==> src/rtl/id_pkg.sv <==
// Shared decode definitions for the ID stage: opcodes, control bundles and hazard FSM states.
package id_pkg;

   localparam logic [5:0] OP_RTYPE = 6'h00;
   localparam logic [5:0] OP_J     = 6'h02;
   localparam logic [5:0] OP_BEQ   = 6'h04;
   localparam logic [5:0] OP_BNE   = 6'h05;
   localparam logic [5:0] OP_ADDI  = 6'h08;
   localparam logic [5:0] OP_LW    = 6'h23;
   localparam logic [5:0] OP_SW    = 6'h2B;

   typedef struct packed {
      logic       reg_dst;
      logic [1:0] alu_op;
      logic       alu_src;
   } ex_ctrl_t;

   typedef struct packed {
      logic branch;
      logic mem_read;
      logic mem_write;
   } m_ctrl_t;

   typedef struct packed {
      logic reg_write;
      logic mem_to_reg;
   } wb_ctrl_t;

   typedef enum logic {RUN, STALL} hz_state_t;

endpackage

==> src/rtl/id_regfile.sv <==
// 32-entry register file with hard-wired zero register.
// Optional ID_FORWARD_EN: a same-cycle WB write is bypassed to the read ports (write-first).
module id_regfile #(
   parameter int XLEN = 32
) (
   input  logic            clk,
   input  logic            rst_n,
   input  logic            we,
   input  logic [4:0]      waddr,
   input  logic [XLEN-1:0] wdata,
   input  logic [4:0]      raddr1,
   input  logic [4:0]      raddr2,
   output logic [XLEN-1:0] rdata1,
   output logic [XLEN-1:0] rdata2
);

   logic [XLEN-1:0] r_mem [32];

   always_ff @(posedge clk or negedge rst_n) begin
      if (!rst_n) begin
         for (int i = 0; i < 32; i++) r_mem[i] <= '0;
      end else if (we && (waddr != 5'd0)) begin
         r_mem[waddr] <= wdata;
      end
   end

   always_comb begin
      rdata1 = (raddr1 == 5'd0) ? '0 : r_mem[raddr1];
      rdata2 = (raddr2 == 5'd0) ? '0 : r_mem[raddr2];
`ifdef ID_FORWARD_EN
      if (we && (waddr != 5'd0) && (waddr == raddr1)) rdata1 = wdata;
      if (we && (waddr != 5'd0) && (waddr == raddr2)) rdata2 = wdata;
`endif
   end

endmodule

==> src/rtl/id_stage_p.sv <==
// MIPS ID stage: decode, register read, branch resolution, load-use hazard FSM, ID/EX register.
// ID_FORWARD_EN selects WB->ID bypass instead of a 1-cycle stall on a same-cycle WB write.
module id_stage_p
   import id_pkg::*;
#(
   parameter int XLEN     = 32,
   parameter int LOAD_LAT = 1
) (
   input  logic            clk,
   input  logic            rst_n,
   input  logic [XLEN-1:0] pc,
   input  logic [31:0]     inst_in,
   input  logic            inst_valid,
   input  logic            flush,
   input  logic            wb_reg_write,
   input  logic [4:0]      wb_write_register,
   input  logic [XLEN-1:0] wb_write_data,
   input  logic            ex_mem_read,
   input  logic [4:0]      ex_rt,
   output logic            hold_pc,
   output logic            hold_if,
   output logic            branch_taken,
   output logic [XLEN-1:0] pc_target,
   output logic            exception,
   output logic [3:0]      ex,
   output logic [2:0]      m,
   output logic [1:0]      wb,
   output logic [4:0]      rs,
   output logic [4:0]      rt,
   output logic [4:0]      rd,
   output logic [XLEN-1:0] imm,
   output logic [XLEN-1:0] data_1,
   output logic [XLEN-1:0] data_2,
   output logic            id_valid
);

   localparam logic [1:0] LAT_M1 = 2'(LOAD_LAT - 1);

   logic [5:0]      w_opcode;
   logic [4:0]      w_rs, w_rt, w_rd;
   logic [XLEN-1:0] w_imm, w_rd1, w_rd2;
   ex_ctrl_t        w_ex;
   m_ctrl_t         w_m;
   wb_ctrl_t        w_wb;
   logic            w_undef, w_is_beq, w_is_bne, w_is_j, w_uses_rt;
   logic            w_hz, w_hz_wb, w_fsm_stall, w_stall, w_kill, w_eq;
   hz_state_t       r_state, w_state_nxt;
   logic [1:0]      r_cnt, w_cnt_nxt;

   ex_ctrl_t        r_ex;
   m_ctrl_t         r_m;
   wb_ctrl_t        r_wb;
   logic [4:0]      r_rs, r_rt, r_rd;
   logic [XLEN-1:0] r_imm, r_data_1, r_data_2;
   logic            r_id_valid;

   assign w_opcode = inst_in[31:26];
   assign w_rs     = inst_in[25:21];
   assign w_rt     = inst_in[20:16];
   assign w_rd     = inst_in[15:11];
   assign w_imm    = {{(XLEN-16){inst_in[15]}}, inst_in[15:0]};

   id_regfile #(.XLEN(XLEN)) u_regfile (
      .clk    (clk),
      .rst_n  (rst_n),
      .we     (wb_reg_write),
      .waddr  (wb_write_register),
      .wdata  (wb_write_data),
      .raddr1 (w_rs),
      .raddr2 (w_rt),
      .rdata1 (w_rd1),
      .rdata2 (w_rd2)
   );

   always_comb begin
      w_ex      = '0;
      w_m       = '0;
      w_wb      = '0;
      w_undef   = 1'b0;
      w_is_beq  = 1'b0;
      w_is_bne  = 1'b0;
      w_is_j    = 1'b0;
      w_uses_rt = 1'b0;
      case (w_opcode)
         OP_RTYPE: begin
            w_ex = '{reg_dst: 1'b1, alu_op: 2'b10, alu_src: 1'b0};
            w_wb = '{reg_write: 1'b1, mem_to_reg: 1'b0};
            w_uses_rt = 1'b1;
         end
         OP_LW: begin
            w_ex = '{reg_dst: 1'b0, alu_op: 2'b00, alu_src: 1'b1};
            w_m  = '{branch: 1'b0, mem_read: 1'b1, mem_write: 1'b0};
            w_wb = '{reg_write: 1'b1, mem_to_reg: 1'b1};
         end
         OP_SW: begin
            w_ex = '{reg_dst: 1'b0, alu_op: 2'b00, alu_src: 1'b1};
            w_m  = '{branch: 1'b0, mem_read: 1'b0, mem_write: 1'b1};
            w_uses_rt = 1'b1;
         end
         OP_BEQ, OP_BNE: begin
            w_ex = '{reg_dst: 1'b0, alu_op: 2'b01, alu_src: 1'b0};
            w_m  = '{branch: 1'b1, mem_read: 1'b0, mem_write: 1'b0};
            w_is_beq  = (w_opcode == OP_BEQ);
            w_is_bne  = (w_opcode == OP_BNE);
            w_uses_rt = 1'b1;
         end
         OP_ADDI: begin
            w_ex = '{reg_dst: 1'b0, alu_op: 2'b00, alu_src: 1'b1};
            w_wb = '{reg_write: 1'b1, mem_to_reg: 1'b0};
         end
         OP_J:    w_is_j  = 1'b1;
         default: w_undef = 1'b1;
      endcase
   end

   assign exception = inst_valid & w_undef;

   // Load-use hazard: only rt-reading opcodes compare against rt
   assign w_hz = ex_mem_read && (ex_rt != 5'd0) &&
                 ((ex_rt == w_rs) || ((ex_rt == w_rt) && w_uses_rt));

`ifdef ID_FORWARD_EN
   assign w_hz_wb = 1'b0;
`else
   assign w_hz_wb = wb_reg_write && (wb_write_register != 5'd0) &&
                    ((wb_write_register == w_rs) || (wb_write_register == w_rt));
`endif

   always_comb begin
      w_state_nxt = r_state;
      w_cnt_nxt   = r_cnt;
      w_fsm_stall = 1'b0;
      case (r_state)
         RUN: begin
            if (w_hz && inst_valid) begin
               w_fsm_stall = 1'b1;
               if (LOAD_LAT > 1) begin
                  w_state_nxt = STALL;
                  w_cnt_nxt   = LAT_M1;
               end
            end
         end
         STALL: begin
            w_fsm_stall = 1'b1;
            if (r_cnt == 2'd1) begin
               w_state_nxt = RUN;
               w_cnt_nxt   = 2'd0;
            end else begin
               w_cnt_nxt   = r_cnt - 2'd1;
            end
         end
         default: begin
            w_state_nxt = RUN;
            w_cnt_nxt   = 2'd0;
         end
      endcase
      if (flush) begin
         w_state_nxt = RUN;
         w_cnt_nxt   = 2'd0;
         w_fsm_stall = 1'b0;
      end
   end

   always_ff @(posedge clk or negedge rst_n) begin
      if (!rst_n) begin
         r_state <= RUN;
         r_cnt   <= 2'd0;
      end else begin
         r_state <= w_state_nxt;
         r_cnt   <= w_cnt_nxt;
      end
   end

   assign w_stall = (w_fsm_stall | (w_hz_wb & inst_valid)) & ~flush;
   assign hold_pc = w_stall;
   assign hold_if = w_stall;

   assign w_eq         = (w_rd1 == w_rd2);
   assign pc_target    = w_is_j ? {pc[XLEN-1:28], inst_in[25:0], 2'b00} : pc + (w_imm << 2);
   assign branch_taken = inst_valid & ~w_stall & ~flush &
                         ((w_is_beq & w_eq) | (w_is_bne & ~w_eq) | w_is_j);

   // ID/EX boundary: bubbles zero control only, operand fields keep their last values
   assign w_kill = w_stall | flush | ~inst_valid;

   always_ff @(posedge clk or negedge rst_n) begin
      if (!rst_n) begin
         r_ex       <= '0;
         r_m        <= '0;
         r_wb       <= '0;
         r_id_valid <= 1'b0;
         r_rs       <= '0;
         r_rt       <= '0;
         r_rd       <= '0;
         r_imm      <= '0;
         r_data_1   <= '0;
         r_data_2   <= '0;
      end else if (w_kill) begin
         r_ex       <= '0;
         r_m        <= '0;
         r_wb       <= '0;
         r_id_valid <= 1'b0;
      end else begin
         r_ex       <= w_undef ? '0 : w_ex;
         r_m        <= w_undef ? '0 : w_m;
         r_wb       <= w_undef ? '0 : w_wb;
         r_id_valid <= 1'b1;
         r_rs       <= w_rs;
         r_rt       <= w_rt;
         r_rd       <= w_rd;
         r_imm      <= w_imm;
         r_data_1   <= w_rd1;
         r_data_2   <= w_rd2;
      end
   end

   assign ex       = r_ex;
   assign m        = r_m;
   assign wb       = r_wb;
   assign rs       = r_rs;
   assign rt       = r_rt;
   assign rd       = r_rd;
   assign imm      = r_imm;
   assign data_1   = r_data_1;
   assign data_2   = r_data_2;
   assign id_valid = r_id_valid;

endmodule
==> config.mk <==
export PLATFORM = sky130hd
export DESIGN_NAME = id_stage_p
export DESIGN_NICKNAME = d
export VERILOG_FILES = /design/src/rtl/id_pkg.sv /design/src/rtl/id_regfile.sv /design/src/rtl/id_stage_p.sv
export SDC_FILE = /design/constraint.sdc
export NUM_CORES = 2
export LEC_CHECK = 0
export ABC_AREA = 0
export CAP_MARGIN = 10
export CORE_MARGIN = 5
export CORE_UTILIZATION = 60
export CTS_CLUSTER_SIZE = 20
export DETAILED_ROUTE_END_ITERATION = 6
export PLACE_DENSITY = 0.81
export SETUP_SLACK_MARGIN = 0.2
export SLEW_MARGIN = 20
export SYNTH_ARGS = -nofsm -noshare
export SYNTH_HDL_FRONTEND = slang
export SYNTH_SLANG_ARGS = --single-unit
export TNS_END_PERCENT = 10
==> constraint.sdc <==
create_clock -name clk -period 7.7 [get_ports clk]
set_input_delay 1.155 -clock clk [delete_from_list [all_inputs] [get_ports clk]]
set_output_delay 1.155 -clock clk [all_outputs]
set_load 0.05 [all_outputs]
==> tab_implementation.tex <==
\begin{tabular}{lr}
\hline
Metric & Value \\
\hline
\multicolumn{2}{l}{\textbf{Floorplan}} \\
\quad Die outline height & roughly 330 um \\
\quad Floorplan die area & between 100,000 and 150,000 um\^{}2 \\
\quad Core area & roughly 100,000 um\^{}2 \\
\quad Initial cell density of the core & about 60\% \\
\quad Die X-Extent & 327.0 um \\
\quad I/O pin count & roughly 270 \\
\quad Placement row count & 116 \\
\multicolumn{2}{l}{\textbf{Pwr}} \\
\quad Maximum ir drop on the vdd rail & $\sim$200 uV \\
\quad Total power after layout & approximately 18 mW \\
\quad Cell leakage power & 29.44 nW \\
\quad Total power divided by cell area & about 270 nW/um\^{}2 \\
\multicolumn{2}{l}{\textbf{STA}} \\
\quad Final setup vio count & 0 \\
\quad Worst hold margin & about 0.37 ns \\
\quad RSZ-0062 raised after global routing & false \\
\quad Setup tns final & 0 ns \\
\quad Final cycle utilization of the critical path & 97.11\% \\
\quad Final number of max-transition violations & 0 \\
\quad Count of final hold-check violations & 0 \\
\quad Clock Skews & around 0.033 ns \\
\quad Slew HR & between 20\% and 30\% \\
\quad Worst-margin pin slew & between 1 and 1.5 ns \\
\quad FMAX & roughly 130 MHz \\
\quad Final min period & around 7.5 ns \\
\multicolumn{2}{l}{\textbf{Layout}} \\
\quad Number of standard cells in the layout, taps in and fillers out & between 5,000 and 6,000 \\
\quad Multi-input logic area & 29,900 um\^{}2 \\
\quad Synthesis-to-finish area growth & 12.31\% \\
\quad Share of layout cells above drive strength 1 & between 40 and 50\% \\
\quad Sequential standard cell area & $\sim$28,000 um\^{}2 \\
\quad Fill count & 6,597 \\
\quad Number of nets in the final layout & 4,372 \\
\multicolumn{2}{l}{\textbf{GRT}} \\
\quad Largest net degree at the start of global routing & $\sim$170 \\
\quad Total Routing Usage GR & approximately a third \\
\quad Via count of the first global-routing pass & between 40,000 and 50,000 \\
\quad Wire length of the first global-routing pass & 271,700 um \\
\quad Number of antenna violations at the first check in global routing & 5 \\
\quad Total congestion overflow after global routing & 0 \\
\multicolumn{2}{l}{\textbf{Setup path}} \\
\quad Crit path kind & input pin to output pin \\
\quad Data required time of the worst path & between 6 and 7 ns \\
\quad Maximum net fanout on the critical path & 15 \\
\quad Setup slack of the most critical reg-to-reg path & about 4.5 ns \\
\quad Worst Setup Start Kind & input pin \\
\quad R2R Path Start & r\_state \\
\quad First element of the critical path & inst\_in[24] \\
\quad Capture point of the worst reg-to-reg path & data\_1[12] \\
\quad Worst Reg-to-Reg Cells & 6 \\
\quad Capture point of the worst path & branch\_taken \\
\quad Worst Setup End Kind & output pin \\
\quad Arrival time at the worst endpoint & between 6 and 7 ns \\
\multicolumn{2}{l}{\textbf{Synth}} \\
\quad Sequential fraction of the synthesis area & a little under half \\
\quad Flop and latch count out of synthesis & 1,125 \\
\quad Dominant register cell in the synthesized netlist & sky130\_fd\_sc\_hd\_\_dfrtp\_1 \\
\quad Number of distinct library cell variants in the gate-level netlist after synthesis & 63 \\
\quad Async set-or-reset flop fraction in the synthesized netlist & between 90\% and 100\% \\
\quad Post-synth top area share & roughly 47\% \\
\quad Synth cell count leaders & 1,125 x sky130\_fd\_sc\_hd\_\_dfrtp\_1, 1,049 x sky130\_fd\_sc\_hd\_\_mux2\_2, 456 x sky130\_fd\_sc\_hd\_\_mux4\_2 \\
\quad Number of flops mapped to enable cells by yosys & 0 \\
\quad Post-synthesis instance area & approximately 60,000 um\^{}2 \\
\quad Most common cell in the synthesized netlist & sky130\_fd\_sc\_hd\_\_dfrtp\_1 \\
\quad Average size of a mapped cell & about 14 um\^{}2 \\
\quad Post-Syn Instances & 4,182 \\
\quad Total nets after synthesis & between 4,000 and 5,000 \\
\quad Synth area leaders & sky130\_fd\_sc\_hd\_\_dfrtp\_1 47\%, sky130\_fd\_sc\_hd\_\_mux2\_2 20\%, sky130\_fd\_sc\_hd\_\_mux4\_2 17\%, sky130\_fd\_sc\_hd\_\_mux2i\_1 2.2\%, sky130\_fd\_sc\_hd\_\_a22oi\_1 1.6\% \\
\quad YS warnings & 0 \\
\quad Dominant cell type by area after synthesis & sky130\_fd\_sc\_hd\_\_dfrtp\_1 \\
\multicolumn{2}{l}{\textbf{Placement}} \\
\quad Placed cell count & 5,409 \\
\quad Port buffer count & roughly 270 \\
\quad HPWL Detailed & approximately 110,000 um \\
\quad Routability congestion estimate & about 0.9 \\
\multicolumn{2}{l}{\textbf{Detailed routing}} \\
\quad ANT nets after route & 0 \\
\quad Count of unresolved DRC violations after routing & 0 \\
\quad Per-cell routed wire length & 32.35 um \\
\quad Detailed Route WL & 182,000 um \\
\quad Initial DRC count & roughly 5,100 \\
\quad Via count & between 40,000 and 50,000 \\
\quad DR vias/cell & between 7 and 8 \\
\quad TritonRoute pass-1 iters & 6 \\
\multicolumn{2}{l}{\textbf{CTS}} \\
\quad CTS root buffer & sky130\_fd\_sc\_hd\_\_clkbuf\_16 \\
\quad Post CTS Setup Buffer Count & 0 \\
\quad CTS sink cnt & between 1,000 and 1,500 \\
\quad Number of buffers added by the clock tree synthesis step & roughly 120 \\
\quad Clock tree from TritonCTS & built \\
\quad Source-to-sink clock delay at the later pin of the worst-skew pair & about 0.72 ns \\
\quad Clock H-tree levels & 3 \\
\quad Count of hold-fix buffers inserted at cts & 0 \\
\quad Clock Path Buffers & 3 \\
\quad PostCTS Resize Cnt & 0 \\
\quad Clock input transition at the sequential cells of the worst setup and hold paths & approximately 0.06 ns \\
\multicolumn{2}{l}{\textbf{Outcome}} \\
\quad Result of the run & complete, no violations \\
\multicolumn{2}{l}{\textbf{Job}} \\
\quad Number of violations of the max-capacitance limit & 0 \\
\multicolumn{2}{l}{\textbf{Min path}} \\
\quad Hold WC Path Type & flip-flop to flip-flop \\
\hline
\end{tabular}
[report_power, final]
| group | total [mW] | switching [mW] | leakage [nW] | internal [mW] |
|---|---|---|---|---|
| Combinational | 4.31 | 2.05 | 13.1 | 2.26 |
| Clock | 5.89 | 2.43 | 1.96 | 3.46 |
| Sequential | 7.84 | 0.827 | 14.4 | 7.01 |
[flip-flops by register name, indices dropped and copies added (netlist names)]
name,count
imm,11
ex,3
r_state,1
wb,2
r_cnt,2
u_regfile.r_mem,1024
rt,5
m,2
id_valid,1
data_2,32
rd,5
data_1,32
rs,5
[layout by cell type (no fill, tap or decap), types with 6 or more instances in the layout]
master                            Yosys  routed
sky130_fd_sc_hd__clkbuf_8             0      25
sky130_fd_sc_hd__buf_4               49      99
sky130_fd_sc_hd__clkbuf_1           242      30
sky130_fd_sc_hd__a21oi_1             46      46
sky130_fd_sc_hd__mux4_2             456     456
sky130_fd_sc_hd__and3_1               9       9
sky130_fd_sc_hd__a211oi_2             8       8
sky130_fd_sc_hd__o22ai_1             32      32
sky130_fd_sc_hd__a22oi_1            128     128
sky130_fd_sc_hd__a2bb2oi_1           25      25
sky130_fd_sc_hd__nand2_2              0      16
sky130_fd_sc_hd__xnor2_1             29      29
sky130_fd_sc_hd__a21o_1              10      10
sky130_fd_sc_hd__nor3_1              16      15
sky130_fd_sc_hd__clkdlybuf4s50_1      0     257
sky130_fd_sc_hd__clkbuf_16            0     117
sky130_fd_sc_hd__o21ai_0             93      93
sky130_fd_sc_hd__bufinv_16            0      13
sky130_fd_sc_hd__nor2_4               0      14
sky130_fd_sc_hd__ha_1                30      30
sky130_fd_sc_hd__nand4_1              8       8
sky130_fd_sc_hd__nand2_1            178     161
sky130_fd_sc_hd__inv_1               14      14
sky130_fd_sc_hd__mux2_2            1049    1049
sky130_fd_sc_hd__mux2i_1            130     130
sky130_fd_sc_hd__dfrtp_1           1125    1125
sky130_fd_sc_hd__nor2_1              74      60
sky130_fd_sc_hd__mux4_1              24      24
sky130_fd_sc_hd__a211oi_1            27      27
sky130_fd_sc_hd__buf_12               5      29
sky130_fd_sc_hd__xor2_1              46      46
sky130_fd_sc_hd__clkinv_2             0      21
sky130_fd_sc_hd__nor4_1               9       8
sky130_fd_sc_hd__nand3_1             72      72
sky130_fd_sc_hd__nor3b_1              6       6
[kinds of logic (layout without fill, tap and decap cells)]
group                      after synthesis  in the layout  synth area share, %
and+or+nand+nor                        417            417                3.208
muxes                                 1659           1659                39.82
DFF                                   1125           1125                46.68
xor gates and xnor gates                75             75                1.089
AOI/OAI and AO/OA                      397            397                4.459
buffers and inverters                  478            622                4.081
adders and majority gates               31             31               0.6557
other                                    0              4                    0
[area by class of cell]
type / instances / share of cell area, %
multi-input cells: 2579 / 44.15
flip-flops and latches: 1125 / 41.57
repair buffers: 394 / 5.936
clock buffers: 172 / 4.997
well taps: 1298 / 2.398
clock inverters: 42 / 0.8553
inverters: 14 / 0.07759
diodes: 4 / 0.01478
[stage by stage]
| step | cell area [um^2] | utilization [%] | setup WS, ns |
|---|---|---|---|
| 4_1_cts | 67690 | 67.69 | 0.2579 |
| 5_1_grt | 67720 | 67.72 | 0.2982 |
| 6_report | 67730 | 67.73 | 0.2223 |
| 3_5_place_dp | 63720 | 63.72 | 0.3185 |
| 3_3_place_gp | 63720 | 63.72 | 0.3521 |
| 2_1_floorplan | 60300 | - | 2.273 |
[worst max-delay path, cell delays in order]
cell                              delay [ns]
sky130_fd_sc_hd__clkdlybuf4s50_1        0.76
sky130_fd_sc_hd__buf_4                  0.29
sky130_fd_sc_hd__and2_2                 0.61
sky130_fd_sc_hd__buf_4                  0.30
sky130_fd_sc_hd__a22oi_1                0.10
sky130_fd_sc_hd__nand3_1                0.11
sky130_fd_sc_hd__nand2_1                0.09
sky130_fd_sc_hd__xor2_1                 0.20
sky130_fd_sc_hd__nor4_1                 0.98
sky130_fd_sc_hd__nand4_1                0.21
sky130_fd_sc_hd__nor4_2                 0.82
sky130_fd_sc_hd__xor2_1                 0.22
sky130_fd_sc_hd__a22o_1                 0.27
sky130_fd_sc_hd__buf_12                 0.17
[how the worst min path moves through the flow]
| stage | from | end | slack (ns) | depth (start not counted) |
|---|---|---|---|---|
| after floorplan | u_regfile.r_mem[1006] | u_regfile.r_mem[1006] | 0.42 | 1 |
| after global placement | u_regfile.r_mem[1018] | u_regfile.r_mem[1018] | 0.36 | 0 |
| after detailed placement | u_regfile.r_mem[1006] | u_regfile.r_mem[1006] | 0.36 | 0 |
| after CTS | u_regfile.r_mem[1004] | u_regfile.r_mem[1004] | 0.38 | 0 |
| after global routing | u_regfile.r_mem[1004] | u_regfile.r_mem[1004] | 0.38 | 0 |
| final | u_regfile.r_mem[1010] | u_regfile.r_mem[1010] | 0.37 | 0 |
[per-layer routing]
metal,vias to the layer above,global-route usage (%),share of wire [%]
met2,2579,51.73,46
met1,21140,45.24,37
li1,16040,-,-
met5,-,0,0.0071
met3,609,8.726,11
met4,2,18.25,6.4
Note: power is estimated with default switching activity, not from simulation.
